File: config.mk
export PLATFORM = sky130hd
export DESIGN_NAME = ads8681_spi_acq
export DESIGN_NICKNAME = d
export VERILOG_FILES = /design/src/rtl/ads8681_pkg.sv /design/src/rtl/spi_sclk_gen.sv /design/src/rtl/ads8681_spi_acq.sv
export SDC_FILE = /design/constraint.sdc
export NUM_CORES = 1
export LEC_CHECK = 0
export ABC_AREA = 0
export CORE_AREA = 4 4 153 155
export CTS_CLUSTER_SIZE = 8
export DETAILED_ROUTE_END_ITERATION = 16
export DIE_AREA = 0 0 157 159
export PLACE_DENSITY = 0.54
export SLEW_MARGIN = 5
export SYNTH_ARGS = -nofsm -noshare
export SYNTH_HDL_FRONTEND = slang
export SYNTH_SLANG_ARGS = --single-unit
export TNS_END_PERCENT = 100
File: constraint.sdc
create_clock -name clk_in -period 3 [get_ports clk_in]
set_input_delay 0.6 -clock clk_in [delete_from_list [all_inputs] [get_ports clk_in]]
set_output_delay 0.6 -clock clk_in [all_outputs]
set_load 0.02 [all_outputs]
File: src/rtl/ads8681_pkg.sv
// Shared definitions for the ADS8681 acquisition controller: FSM encoding,
// command opcodes and register addresses.
package ads8681_pkg;

   typedef enum logic [2:0] {
      ST_IDLE  = 3'd0,
      ST_TRIG  = 3'd1,
      ST_CONV  = 3'd2,
      ST_XFER  = 3'd3,
      ST_QUIET = 3'd4
   } acq_state_t;

   localparam int CNT_W = 16;

   localparam logic [6:0] OP_NOP        = 7'b0000000;
   localparam logic [6:0] OP_WRITE      = 7'b1101000;
   localparam logic [6:0] OP_READ_HWORD = 7'b1100100;

   localparam logic [8:0] REG_RANGE_SEL   = 9'h014;
   localparam logic [8:0] REG_DATAOUT_CTL = 9'h010;

   // 32-bit SDI command: opcode, register address, 16-bit payload.
   function automatic logic [31:0] make_cmd(input logic [6:0] op,
                                            input logic [8:0] addr,
                                            input logic [15:0] data);
      return {op, addr, data};
   endfunction

endpackage

File: src/rtl/spi_sclk_gen.sv
// SCLK generator: toggles sclk every CLK_DIV cycles while enabled, idles low.
// rise/fall flag the cycle whose closing edge makes the registered sclk change.
module spi_sclk_gen #(
   parameter int CLK_DIV = 4
) (
   input  logic clk_in,
   input  logic rst_n,
   input  logic en,
   output logic sclk,
   output logic rise,
   output logic fall
);

   localparam int DW = (CLK_DIV > 1) ? $clog2(CLK_DIV) : 1;
   localparam logic [DW-1:0] DIV_LAST = DW'(CLK_DIV - 1);

   logic [DW-1:0] div_cnt;
   logic          tick;

   assign tick = en && (div_cnt == DIV_LAST);
   assign rise = tick && !sclk;
   assign fall = tick && sclk;

   always_ff @(posedge clk_in or negedge rst_n) begin
      if (!rst_n) begin
         div_cnt <= '0;
         sclk    <= 1'b0;
      end else if (!en) begin
         div_cnt <= '0;
         sclk    <= 1'b0;
      end else if (tick) begin
         div_cnt <= '0;
         sclk    <= !sclk;
      end else begin
         div_cnt <= div_cnt + 1'b1;
      end
   end

endmodule

File: src/rtl/ads8681_spi_acq.sv
// ADS8681 acquisition controller: trigger a conversion with a cs_n pulse, wait
// out the conversion, then run one SPI-00 frame reading SDO and writing SDI.
module ads8681_spi_acq
   import ads8681_pkg::*;
#(
   parameter int CLK_DIV      = 4,
   parameter int CS_PULSE     = 2,
   parameter int CONV_CYCLES  = 40,
   parameter int QUIET_CYCLES = 4,
   parameter int FRAME_BITS   = 32
) (
   input  logic        clk_in,
   input  logic        rst_n,
   input  logic        start,
   input  logic [31:0] cmd_word,
   output logic        busy,
   output logic [31:0] data_out,
   output logic        data_valid,
   output logic        cs_n,
   output logic        sclk,
   output logic        sdi,
   input  logic        sdo,
   output logic [2:0]  dbg_state
);

   localparam logic [CNT_W-1:0] CS_LAST    = CNT_W'(CS_PULSE - 1);
   localparam logic [CNT_W-1:0] CONV_LAST  = CNT_W'(CONV_CYCLES - 1);
   localparam logic [CNT_W-1:0] QUIET_LAST = CNT_W'(QUIET_CYCLES - 1);
   localparam logic [5:0]       BIT_LAST   = 6'(FRAME_BITS - 1);
   localparam logic [31:0]      FRAME_MASK = (FRAME_BITS == 32) ? 32'hFFFF_FFFF : 32'h0000_FFFF;

   acq_state_t       state, state_n;
   logic [CNT_W-1:0] cnt, cnt_n;
   logic [5:0]       bit_cnt;
   logic [31:0]      tx, rx;
   logic             sclk_rise, sclk_fall;

   spi_sclk_gen #(.CLK_DIV(CLK_DIV)) u_sclk (
      .clk_in (clk_in),
      .rst_n  (rst_n),
      .en     (state == ST_XFER),
      .sclk   (sclk),
      .rise   (sclk_rise),
      .fall   (sclk_fall)
   );

   assign dbg_state = state;

   always_ff @(posedge clk_in or negedge rst_n) begin
      if (!rst_n) begin
         state <= ST_IDLE;
         cnt   <= '0;
      end else begin
         state <= state_n;
         cnt   <= cnt_n;
      end
   end

   always_comb begin
      state_n = state;
      cnt_n   = cnt + 1'b1;
      case (state)
         ST_IDLE: begin
            cnt_n = '0;
            if (start) state_n = ST_TRIG;
         end
         ST_TRIG: begin
            if (cnt == CS_LAST) begin
               state_n = ST_CONV;
               cnt_n   = '0;
            end
         end
         ST_CONV: begin
            if (cnt == CONV_LAST) begin
               state_n = ST_XFER;
               cnt_n   = '0;
            end
         end
         ST_XFER: begin
            // The falling edge after the last sampled bit closes the frame.
            cnt_n = '0;
            if (sclk_fall && bit_cnt == BIT_LAST) state_n = ST_QUIET;
         end
         ST_QUIET: begin
            if (cnt == QUIET_LAST) begin
               state_n = ST_IDLE;
               cnt_n   = '0;
            end
         end
         default: begin
            state_n = ST_IDLE;
            cnt_n   = '0;
         end
      endcase
   end

   always_ff @(posedge clk_in or negedge rst_n) begin
      if (!rst_n) begin
         cs_n       <= 1'b1;
         sdi        <= 1'b0;
         busy       <= 1'b0;
         data_valid <= 1'b0;
         data_out   <= '0;
         bit_cnt    <= '0;
         tx         <= '0;
         rx         <= '0;
      end else begin
         cs_n       <= !(state_n == ST_TRIG || state_n == ST_XFER);
         busy       <= (state_n != ST_IDLE);
         data_valid <= (state == ST_XFER) && (state_n == ST_QUIET);

         if (state == ST_IDLE && start) begin
            tx      <= cmd_word;
            rx      <= '0;
            bit_cnt <= '0;
         end

         if (state == ST_XFER) begin
            if (sclk_rise) rx <= {rx[30:0], sdo};
            if (sclk_fall) begin
               tx <= {tx[30:0], 1'b0};
               if (bit_cnt != BIT_LAST) bit_cnt <= bit_cnt + 1'b1;
            end
         end

         // bit_cnt is the index of the bit currently on the wire.
         if (state == ST_CONV && state_n == ST_XFER) begin
            sdi <= tx[31];
         end else if (state_n == ST_QUIET) begin
            sdi <= 1'b0;
         end else if (state == ST_XFER && sclk_fall) begin
            sdi <= tx[30];
         end

         if (state == ST_XFER && state_n == ST_QUIET) data_out <= rx & FRAME_MASK;
      end
   end

endmodule

==> reports/results.tsv <==
metric	value	unit
cell count after synthesis	506	
HP Class	in2async	
Boundary Pins	76	
final worst-path cycle share	77.76	%
Reg-to-Reg Start	cnt[8]	
FF-to-FF End	sdi	
H-tree lvl count	4	
pre-CTS WS	711.3	ps
Worst Reg2Reg Path Length in Cells	4	
Fin. Hold Viols	0	
Synth top area share	58.15	%
startpoint types	flop	
layout cell share with drive strength beyond 1	14.98	%
Comb power frac	2.3	%
Max Clock Skew	9.786	ps
TritonCTS Buffers	17	
row count	54	
clk buf depth	2	
Clock Latency Late Sink	420	ps
dominant cells by area after synthesis	dfrtp_1 (58%), nand2_1 (7.7%), mux2_2 (6.8%), o21ai_0 (6.3%), mux2i_1 (5.7%)	
commonest non-fill, non-tap cells in the layout	dfrtp_1 (127), nand2_1 (112), clkdlybuf4s50_1 (74)	
Cells after DPL	842	
largest net degree at the start of global routing	65	
routed vias	3836	
CTS Root Cell	clkbuf_16	
PnR worst setup slack	667.1	ps
DP HPWL	7712	um
first-pass GRT wire length	20190	um
commonest non-fill, non-tap cell in the layout	dfrtp_1	
Worst path max stage delay	610	ps
worst slew pin tran	534.7	ps
clock slew seen by the registers of the worst setup and hold paths	60	ps
Setup Buffers After CTS	0	
internal reg-to-reg setup slack	670	ps
clock power share	54.0	%
Post-synth EDFFs	0	
Post-CTS Hold Buffers	0	
Final min period	2333	ps
die area	24960	um2
number of global-route vias before repair	4076	
DRC	0	
Yosys top cell by area	dfrtp_1	
gpl congestion	0.7148	
IO Port Bufs	75	
Final Total Pwr	3.955	mW
Tot GR Track Use	10.05	%
Vias per Instance	4.389	
Synth Register Bits	128	
DRT antenna net count	0	
diode count	0	
Internal Pwr Total	3.097	mW
synth warn	0	
final setup vio count	0	
unrepaired setup endpoints after global routing	no	
Pins Over Slew Limit	0	
Worst EP arrival	2630	ps
Sink Count	128	
Slew HR	64.35	%
Mapped Area	5465	um2
Primary FF master, synth	dfrtp_1	
Data required, critical path	3300	ps
Layout area overhead	31.36	%
Flop pwr share	43.8	%
FF/Latch Area	3204	um2
switching share of power	21.69	%
Max Freq	428.7	MHz
ys async rst share	100.0	%
post-layout instance area	7179	um2
area of the multi-input gates	2152	um2
DIE HEIGHT	159	um
post-CTS sizing	0	
Seq/Total Area, Yosys	58.63	%
mean area per synthesized cell	10.80	um2
Psw	0.8579	mW
status	complete, no violations	
largest fanout on the critical path	6	
Remaining Overflow, GRT	0	
crit-path cells	or4_1 > nor4_1 > nor3b_2 > mux2_2	
Core Area	21820	um2
fill count	2183	
total negative slack	0	ps
Initial Util	25.04	%
critical path type	reg2reg	
Starting DRT DRC Count	169	
max-capacitance violation count	0	
Max rail drop VDD	0.3547	mV
initial antenna violation count	0	
Unique masters post-synth	41	
DR pass1 iterations	4	
syn_nets	547	
final std cells w/o fill	874	
Final Net Count	622	
pwr dens	550.8	nW/um2
final WL	11650	um
drt wl/cell	13.33	um
area post-placement	6566	um2
CP max stage cell	or4_1	
TritonCTS clock tree	yes	
die extent in x	157	um
Crit. End Element	flop	
Leak	3.153	nW
-- power groups by stage --
stage	Clock [mW]	Sequential (mW)	Combinational [mW]
floorplan	0	1.76	0.00462
global placement	0	1.76	0.0915
detailed placement	0	1.76	0.0940
CTS	2.21	1.73	0.0943
global route	2.29	1.73	0.102
finish	2.13	1.73	0.0896
-- cells by family after synthesis --
family                   Yosys count  share of synthesized area [%]
buffers and inverters             32                          2.427
flip-flops                       128                          58.63
AO/OA/AOI/OAI                     77                          7.326
AND/OR/NAND/NOR                  185                          15.59
multiplexers                      64                          12.48
adder cells (fa/ha/maj)            5                          1.145
XOR/XNOR                          15                          2.404
-- worst max-delay path by stage --
stage                     cells past startpoint           end  slack, ps         start
after floorplan                               7  data_out[10]        820  dbg_state[0]
after global placement                        6    bit_cnt[3]        770         start
after detailed placement                      4           sdi        710        cnt[8]
after CTS                                     4           sdi        730        cnt[8]
after global routing                          6  data_out[15]        590    bit_cnt[0]
final                                         4           sdi        670        cnt[8]
-- per-layer routing --
| metal | vias to the layer above | wire [um] | track usage (%) | part of all wire, % |
|---|---|---|---|---|
| met3 | 14 | 593 | 3.289 | 5.1 |
| li1 | 1881 | - | - | - |
| met5 | - | 0 | 0 | 0 |
| met2 | 83 | 5577 | 15.85 | 48 |
| met1 | 1858 | 5234 | 12.43 | 45 |
| met4 | 0 | 243 | 4.655 | 2.1 |
-- stage by stage --
step / util [%] / hold slack (ps)
finish: 32.90 / 107.3
global route: 32.90 / 107.2
CTS: 32.90 / 105.8
detailed placement: 30.09 / 435.4
global placement: 30.09 / 431.6
floorplan: - / 304.4
-- sequential cells by signal, summed over array words and instances (netlist names), 2 cells and up --
signal	count
cnt	16
dbg_state	3
rx	32
tx	32
u_sclk.div_cnt	2
data_out	32
bit_cnt	6
-- layout make-up --
cell class / instances / share of cell area [%]
flip-flops and latches: 128 / 44.63
multi-input cells: 346 / 29.98
repair buffers: 84 / 11.76
clock buffers: 18 / 5.978
well taps: 280 / 4.880
clock inverters: 14 / 2.562
inverters: 4 / 0.2091
-- cell usage after synthesis (2+ instances only) --
master and instances:
or4_4 2, inv_1 4, dfrtp_1 127, buf_2 7
nand4_1 4, nor3_1 4, nor2_1 26, nor3_2 2
clkbuf_1 20, nor4_1 2, xnor2_1 3, o22ai_1 2
nand3b_1 2, a21oi_2 2, xor2_1 12, nand2_1 112
nand3_1 10, mux2i_1 31, a21oi_1 2, and4_1 2
and3_1 6, mux2_2 33, ha_1 5, o21ai_0 69
-- worst max-delay path, delay by kind of cell (launching register included) --
family / cells / cell delay [ps]
mux: 1 / 360
flops: 1 / 430
simple gates: 3 / 1420
(Power assumes the default switching activity.)
